<file path="src/rtl/apb_mem_pkg.sv">
// Shared types and default parameter values for the parametrised APB memory slave.
// Contents: transfer state enum, default widths/depth.
package apb_mem_pkg;

  localparam int unsigned ADDR_W_DEF = 8;
  localparam int unsigned DATA_W_DEF = 8;
  localparam int unsigned DEPTH_DEF  = 256;
  localparam int unsigned WAIT_W_DEF = 4;

  typedef enum logic [1:0] {
    IDLE,
    WAIT,
    STROBE,
    DONE
  } state_t;

endpackage

</file>
<file path="src/rtl/apb_wait_counter.sv">
// Wait-state down-counter for the APB memory slave.
// Ports: clk, rst (async active-high), load/load_val (capture count on setup),
//        dec (count down while waiting), zero_c (combinational count==0 flag).
module apb_wait_counter #(
  parameter int unsigned WAIT_W = 4
) (
  input  logic              clk,
  input  logic              rst,
  input  logic              load,
  input  logic [WAIT_W-1:0] load_val,
  input  logic              dec,
  output logic              zero_c
);

  logic [WAIT_W-1:0] count;

  // Saturates at zero so the count never wraps.
  always_ff @(posedge clk or posedge rst) begin
    if (rst) begin
      count <= '0;
    end else if (load) begin
      count <= load_val;
    end else if (dec && (count != '0)) begin
      count <= count - WAIT_W'(1);
    end
  end

  assign zero_c = (count == '0);

endmodule

</file>
<file path="src/rtl/apb_mem_slave_p.sv">
// Parametrised APB slave bridging to a single-port memory bus with programmable,
// per-transfer wait states and transfer abort.
// Ports: clk, rst (async active-high); APB side sel/enable/write/addr/wdata,
//        wait_cycles (sampled in setup), rdata/ready/slverr; memory side
//        wren/rden (one-cycle strobes), mem_addr/mem_wdata, mem_rdata.
// Option: define APB_MEM_SLAVE_SLVERR_EN to answer addr >= DEPTH with slverr
//         and no strobe; otherwise such addresses alias onto addr mod DEPTH.
module apb_mem_slave_p
  import apb_mem_pkg::*;
#(
  parameter int unsigned ADDR_W = ADDR_W_DEF,
  parameter int unsigned DATA_W = DATA_W_DEF,
  parameter int unsigned DEPTH  = DEPTH_DEF,
  parameter int unsigned WAIT_W = WAIT_W_DEF
) (
  input  logic                     clk,
  input  logic                     rst,
  input  logic                     sel,
  input  logic                     enable,
  input  logic                     write,
  input  logic [ADDR_W-1:0]        addr,
  input  logic [DATA_W-1:0]        wdata,
  input  logic [WAIT_W-1:0]        wait_cycles,
  output logic [DATA_W-1:0]        rdata,
  output logic                     ready,
  output logic                     slverr,
  output logic                     wren,
  output logic                     rden,
  output logic [$clog2(DEPTH)-1:0] mem_addr,
  output logic [DATA_W-1:0]        mem_wdata,
  input  logic [DATA_W-1:0]        mem_rdata
);

  localparam int unsigned MEM_AW = $clog2(DEPTH);

  state_t state;
  logic   cap_write;
  logic   cap_err;
  logic   setup_c;
  logic   cnt_dec_c;
  logic   cnt_zero_c;

  assign setup_c   = (state == IDLE) && sel && !enable;
  assign cnt_dec_c = (state == WAIT) && sel;

  apb_wait_counter #(.WAIT_W(WAIT_W)) u_wait_cnt (
    .clk      (clk),
    .rst      (rst),
    .load     (setup_c),
    .load_val (wait_cycles),
    .dec      (cnt_dec_c),
    .zero_c   (cnt_zero_c)
  );

`ifdef APB_MEM_SLAVE_SLVERR_EN
  logic addr_oor_c;

  // Extra top bit keeps the compare exact when DEPTH == 2**ADDR_W.
  assign addr_oor_c = ({1'b0, addr} >= (ADDR_W+1)'(DEPTH));

  // Out-of-range flag captured alongside the rest of the setup phase.
  always_ff @(posedge clk or posedge rst) begin
    if (rst) begin
      cap_err <= 1'b0;
    end else if (setup_c) begin
      cap_err <= addr_oor_c;
    end
  end
`else
  logic unused_addr;

  // Only the low address bits reach memory; higher bits alias.
  assign cap_err     = 1'b0;
  assign unused_addr = ^addr;
`endif

  // Transfer sequencer: setup capture, wait, strobe, hold ready until accepted.
  always_ff @(posedge clk or posedge rst) begin
    if (rst) begin
      state     <= IDLE;
      cap_write <= 1'b0;
      rdata     <= '0;
      ready     <= 1'b0;
      slverr    <= 1'b0;
      wren      <= 1'b0;
      rden      <= 1'b0;
      mem_addr  <= '0;
      mem_wdata <= '0;
    end else begin
      wren <= 1'b0;
      rden <= 1'b0;
      case (state)
        IDLE: begin
          if (setup_c) begin
            cap_write <= write;
            mem_addr  <= addr[MEM_AW-1:0];
            mem_wdata <= wdata;
            state     <= WAIT;
          end
        end
        WAIT: begin
          if (!sel) begin
            state <= IDLE;
          end else if (cnt_zero_c) begin
            wren  <= cap_write && !cap_err;
            rden  <= !cap_write && !cap_err;
            state <= STROBE;
          end
        end
        STROBE: begin
          if (!sel) begin
            state <= IDLE;
          end else begin
            ready  <= 1'b1;
            slverr <= cap_err;
            if (!cap_write) begin
              rdata <= cap_err ? '0 : mem_rdata;
            end
            state <= DONE;
          end
        end
        DONE: begin
          // Aborted or accepted: either way the response is withdrawn.
          if (!sel || (enable && ready)) begin
            ready  <= 1'b0;
            slverr <= 1'b0;
            state  <= IDLE;
          end
        end
        default: state <= IDLE;
      endcase
    end
  end

endmodule

</file>
<file path="config.mk">
export PLATFORM = sky130hd
export DESIGN_NAME = apb_mem_slave_p
export DESIGN_NICKNAME = d
export VERILOG_FILES = /design/src/rtl/apb_mem_pkg.sv /design/src/rtl/apb_wait_counter.sv /design/src/rtl/apb_mem_slave_p.sv
export SDC_FILE = /design/constraint.sdc
export NUM_CORES = 1
export LEC_CHECK = 0
export CAP_MARGIN = 20
export CORE_ASPECT_RATIO = 1.25
export CORE_MARGIN = 8
export CORE_UTILIZATION = 45
export DETAILED_ROUTE_END_ITERATION = 7
export PLACE_DENSITY = 0.84
export SLEW_MARGIN = 30
export SYNTH_ARGS = -nofsm -noshare
export SYNTH_HDL_FRONTEND = slang
export SYNTH_SLANG_ARGS = --single-unit
</file>
<file path="constraint.sdc">
create_clock -name clk -period 3.3 [get_ports clk]
set_input_delay 0.66 -clock clk [delete_from_list [all_inputs] [get_ports clk]]
set_output_delay 0.66 -clock clk [all_outputs]
set_load 0.005 [all_outputs]
</file>
==> results of run 1 <==
## layout make-up
class | count | share of cell area
repair buffers | 61 | 0.280
clock buffers | 6 | 0.0382
well taps | 37 | 0.0214
flip-flops and latches | 34 | 0.393
clock inverters | 2 | 0.00578
inverters | 5 | 0.00868
multi-input cells | 66 | 0.253
## cells by family (layout without fill, tap and decap cells)
logic type	Yosys count	after routing
AO/OA/AOI/OAI	14	14
other	1	1
adder cells (fa/ha/maj)	1	1
multiplexers	25	25
buffers and inverters	10	74
flip-flops	34	34
XOR/XNOR	2	2
AND/OR/NAND/NOR	23	23
## synth_stat cells, types with 2 or more instances
| library cell | n | area (um2) |
|---|---|---|
| dfrtp_1 | 34 | 851 |
| nand2_1 | 7 | 26.3 |
| mux2_2 | 25 | 282 |
| a21oi_1 | 5 | 25.0 |
| nor2_1 | 3 | 11.3 |
| o21ai_0 | 4 | 20.0 |
| inv_1 | 5 | 18.8 |
| buf_4 | 3 | 22.5 |
| nor3_4 | 2 | 32.5 |
| nor3b_1 | 2 | 15.0 |
## placed cells by master (no fill, tap or decap), types with 2 or more instances in the layout
cell,n
nor3_4,2
clkdlybuf4s50_1,59
inv_1,4
buf_4,2
o21ai_0,4
a21oi_1,5
nor3b_1,2
clkbuf_8,6
nand2_1,7
dfrtp_1,34
mux2_2,25
nor2_1,3
## registers in the layout (all words and copies together) (netlist names)
register,cells
mem_addr,8
mem_wdata,8
rdata,8
u_wait_cnt.count,4
state,2
cap_write,1
rden,1
ready,1
wren,1
## final timing paths
path / to / slack (ns) / cells past startpoint
hold / removal: rdata[4] / 0.51 / 1
setup reg to reg: state[1] / 1.53 / 6
max in group asynchronous: state[0] / 1.97 / 3
min in group asynchronous: rdata[3] / 0.74 / 2
setup / recovery: mem_addr[1] / 1.28 / 5
hold reg to reg: rdata[4] / 0.51 / 1
## power groups by stage
stage	clock (mW)	combinational [mW]	sequential, mW
CTS	0.329	0.724	0.742
detailed placement	0	0.718	0.750
global placement	0	0.692	0.733
global route	0.344	0.773	0.768
finish	0.316	0.709	0.740
floorplan	0	0.330	0.723
## layer usage
layer | wire (um) | global-route usage | vias to the layer above | part of all wire
met1 | 1280 | 0.140 | 529 | 0.36
met2 | 1770 | 0.226 | 49 | 0.50
li1 | - | - | 495 | -
met3 | 422 | 0.0815 | 8 | 0.12
met4 | 74 | 0.0629 | 0 | 0.021
met5 | 0 | 0 | - | 0
## stage by stage
step	instance area, um2	hold slack, ns	utilization	cells	power, mW
2_1_floorplan	1470	0.486	-	110	1.05
6_report	2160	0.506	0.683	211	1.77
4_1_cts	2160	0.511	0.683	211	1.79
5_1_grt	2160	0.519	0.683	211	1.88
3_3_place_gp	2070	0.489	0.653	203	1.43
3_5_place_dp	2070	0.495	0.653	203	1.47
==> summary.md, run 1 <==
| Metric | Value |
|---|---|
| Status | `complete, no violations` |
| Syn_nets | `approximately 140` |
| Row Count | `23` |
| Required time worst endpoint | `3.46 ns` |
| Initial antenna violation count | `0` |
| Asr flop ratio synth | `1.00` |
| CTS tree | `yes` |
| Max Transition Viols Final | `0` |
| Clk pwr share | `0.179` |
| Mean Syn Cell Area | `13.3 um2` |
| Drt total wl | `between 3000 and 4000 um` |
| Switching share of power | `0.290` |
| Layout cells sized above 1 | `0.236` |
| Root buffer cell | `clkbuf_8` |
| Setup-failing EPs final | `0` |
| Post-synth EDFFs | `0` |
| XOR/XNOR share of the synthesized area | `0.0120` |
| Number of CTS-inserted buffers | `5` |
| YS warnings | `0` |
| Post-CTS setup buffers | `0` |
| CP Launch Type | `primary input` |
| Antenna viol nets, final | `0` |
| Gate power share | `0.402` |
| Area delta synth->final | `47.7%` |
| Clock Skew | `0.00962 ns` |
| I/O Buffers | `59` |
| Crit Path Category | `primary input to flip-flop` |
| FF/Latch Area | `roughly 850 um2` |
| TritonCTS Sinks | `34` |
| Largest net degree at the start of global routing | `26` |
| Period utilization | `0.613` |
| First-pass GRT wire length | `5610 um` |
| Max cap viols | `0` |
| Sequential element share of the synthesized area | `0.581` |
| Via count | `roughly 1100` |
| Worst path slowest cell | `clkdlybuf4s50_1` |
| Clock transition at the registers of the reported paths | `0.07 ns` |
| Static leakage power | `approximately 0.90 nW` |
| Int Pwr | `approximately 1.3 mW` |
| DP Worst Slack | `roughly 1 ns` |
| Top delay family on crit path | `buffers and inverters` |
| Clk_lat worst skew | `a little under 0.3 ns` |
| Ant diodes | `0` |
| Number of remaining DRC errors | `0` |
| Crit path from | `sel` |
| Period minus WS final | `around 2 ns` |
| Slew HR | `0.468` |
| RSZ-0062 raised after global routing | `no` |
| PostCTS Resize Cnt | `0` |
| Slew @ Worst Pin | `~0.79 ns` |
| Initial cell density of the core | `0.463` |
| HP Start | `rdata[4]` |
| Library cells used by synthesis | `30` |
| H-tree depth | `2` |
| Die Y | `between 70 and 80 um` |
| Grt total ovfl | `0` |
| Io pins | `61` |
| CTS Buffer Depth | `2` |
| Most used DFF post-synth | `dfrtp_1` |
| Post-Route Setup TNS | `0 ns` |
| Reg-to-Reg Start | `u_wait_cnt.count[0]` |
| Buf/Inv on CP | `2` |
| Die width | `67.0 um` |
| Critical Path Max Stage Delay | `0.59 ns` |
| Flop pwr share | `0.419` |
| Final-layout fill cell count | `approximately 250` |
| Hold_buf cts | `0` |
| Sw Pwr | `about 0.51 mW` |
| Hold Path Class | `flip-flop to flip-flop` |
| Cells after synthesis | `110` |
| Compound-Gate Fraction of Synth Area | `0.0564` |
| GP Congestion | `0.828` |
| Critical path capture point type | `flip-flop` |
| Combinational family with the most area after synthesis | `multiplexers` |
| Multiplexer area fraction after synthesis | `0.192` |
| Power per Cell Area | `between 800 and 900 nW/um2` |
| Simple-gate portion of the synthesized area | `0.102` |
| First-pass DRT Iterations | `4` |
| Vias in the first global route | `around 1200` |
| Area of the multi-input gates | `547 um2` |
| Vias/cell | `5.12` |
| Post-Synth Adder-Cell Area | `0.00854` |
| Worst EP arrival | `around 2.2 ns` |
| Critical path, cell by cell | `clkdlybuf4s50_1 -> nand2b_2 -> nor3_4 -> buf_4 -> mux2_2` |
| Crit path max fanout | `25` |
| Synth Register Bits | `34` |
| Die ar. | `around 5300 um2` |
| Final count of hold timing violations | `0` |
| Iteration-0 DRC Markers | `39` |
| Max VDD drop | `between 0.6 and 0.7 mV` |
| Core Area | `3170 um2` |
| Nets | `roughly 210` |
| Final HPWL from detailed placement | `about 2800 um` |
| Total GRT Usage | `0.140` |
| Synth Cell Area | `approximately 1500 um2` |
| Wire per inst | `about 17 um` |
| Max Clock Freq | `roughly 0.49 GHz` |
| Final WS setup | `between 1 and 1.5 ns` |
(Power assumes the default switching activity.)
==> run 2, diff against run 1 <==
CORE_UTILIZATION = 38   (was 45)
PLACE_DENSITY = 0.75   (was 0.84)
clock period = 1.86 ns   (was 3.3 ns; I/O delays follow)
==> summary.md, run 2 (synthesized netlist as in run 1, its figures left out) <==
| Metric | Value |
|---|---|
| Status | `complete, no violations` |
| Final-layout fill cell count | `between 300 and 400` |
| Drt total wl | `between 3000 and 4000 um` |
| PostCTS Resize Cnt | `0` |
| Clk_lat worst skew | `0.29 ns` |
| Max Clock Freq | `around 0.6 GHz` |
| Iteration-0 DRC Markers | `50` |
| Static leakage power | `0.947 nW` |
| Core Area | `3750 um2` |
| H-tree depth | `2` |
| Grt met3 use | `0.0590` |
| Row Count | `25` |
| Final HPWL from detailed placement | `about 2700 um` |
| Hold_buf cts | `0` |
| Io pins | `roughly 60` |
| I/O Buffers | `around 60` |
| First-pass DRT Iterations | `3` |
| Switching share of power | `0.264` |
| Required time worst endpoint | `2.07 ns` |
| Setup-failing EPs final | `0` |
| Die Y | `roughly 85 um` |
| Wire per inst | `16.3 um` |
| Initial cell density of the core | `0.390` |
| Depth of the worst register-to-register path | `6` |
| Vias in the first global route | `about 1200` |
| Clk pwr share | `0.244` |
| Gate power share | `0.371` |
| GP Congestion | `about 0.76` |
| Crit path max fanout | `5` |
| Total GRT Usage | `0.127` |
| TritonCTS Sinks | `34` |
| Root buffer cell | `clkbuf_8` |
| CTS tree | `yes` |
| Period utilization | `0.893` |
| Worst EP arrival | `roughly 1.9 ns` |
| Die width | `roughly 70 um` |
| Most frequent cells in the layout | `clkdlybuf4s50_1, dfrtp_1, mux2_2` |
| Max Transition Viols Final | `0` |
| Power per Cell Area | `approximately 1500 nW/um2` |
| GRT Max-Usage Layer | `met2` |
| First-pass GRT wire length | `approximately 6100 um` |
| Post-Route Setup TNS | `0 ns` |
| Critical path capture point type | `flip-flop` |
| Int Pwr | `2.52 mW` |
| Sw Pwr | `0.902 mW` |
| Hold Path Class | `primary input to async pin` |
| CP Launch Type | `flip-flop` |
| Clock transition at the registers of the reported paths | `roughly 0.07 ns` |
| Number of remaining DRC errors | `0` |
| Period minus WS final | `1.66 ns` |
| Initial antenna violation count | `0` |
| Nets | `209` |
| Largest net degree at the start of global routing | `35` |
| Flop pwr share | `0.385` |
| Ant diodes | `0` |
| RSZ-0062 raised after global routing | `no` |
| Antenna viol nets, final | `0` |
| Via count | `about 1100` |
| Clock Skew | `about 0.0037 ns` |
| Vias/cell | `around 4.9` |
| Max VDD drop | `0.774 mV` |
| Commonest non-fill, non-tap cell in the layout | `clkdlybuf4s50_1` |
| Grt met1 use | `0.130` |
| Met2 Usage GRT | `0.219` |
| Grt total ovfl | `0` |
| Post-CTS setup buffers | `0` |
| Final count of hold timing violations | `0` |
| Regs by FF count | `mem_addr x8, mem_wdata x8, rdata x8` |
| Crit Path Category | `flip-flop to flip-flop` |
| Cell Count, Final, Fillers Out | `around 220` |
| Placed Cells | `roughly 210` |
| Area delta synth->final | `53.9%` |
| CTS Buffer Depth | `2` |
| Max cap viols | `0` |
| Number of CTS-inserted buffers | `5` |
| Die ar. | `just over 6000 um2` |
| Layout cells sized above 1 | `0.244` |
[run 2: power groups by stage]
stage | clock [mW] | combinational [mW] | sequential (mW)
after floorplan | 0 | 0.585 | 1.28
after global placement | 0 | 1.25 | 1.31
after detailed placement | 0 | 1.29 | 1.33
after CTS | 0.855 | 1.30 | 1.32
after global routing | 0.889 | 1.39 | 1.37
final | 0.834 | 1.27 | 1.32
[run 2: layout make-up]
type                    instances  area (um2)  share of cell area
clock buffers                   6        82.6              0.0366
clock inverters                 2        60.1              0.0266
inverters                       5        18.8             0.00832
multi-input cells              66         547               0.243
flip-flops and latches         34         851               0.377
well taps                      40        50.0              0.0222
repair buffers                 63         646               0.286
[run 2: path summary, 6_finish.rpt]
path / from / to / slack, ns
hold reg to reg: rdata[4] / rdata[4] / 0.51
setup reg to reg: u_wait_cnt.count[0] / u_wait_cnt.count[1] / 0.20
max in group asynchronous: rst / mem_addr[6] / 1.07
hold / removal: rst / rdata[4] / 0.49
setup / recovery: u_wait_cnt.count[0] / u_wait_cnt.count[1] / 0.20
min in group clk: rdata[4] / rdata[4] / 0.51
[run 2: worst max-delay path, cell delays in order, from the launching register on]
cell,delay (ns)
dfrtp_1,0.41
inv_1,0.08
ha_1,0.20
nor3b_1,0.32
and2b_4,0.26
a21o_2,0.20
o21ai_1,0.12
[run 2: per-stage QoR]
stage                util  hold WS (ns)  worst slack [ns]  instance area, um2  power, mW
finish              0.601         0.489             0.198                2250       3.42
global route        0.601         0.525            0.0351                2250       3.65
CTS                 0.601         0.492             0.186                2250       3.48
detailed placement  0.563         0.500           -0.0377                2110       2.62
global placement    0.563         0.490            0.0423                2110       2.56
floorplan               -         0.486             0.397                1470       1.87
[run 2: per-layer routing]
layer,wire length (um),share of wire
met1,1350,0.38
met2,1810,0.51
met3,315,0.089
met4,45,0.013
met5,0,0
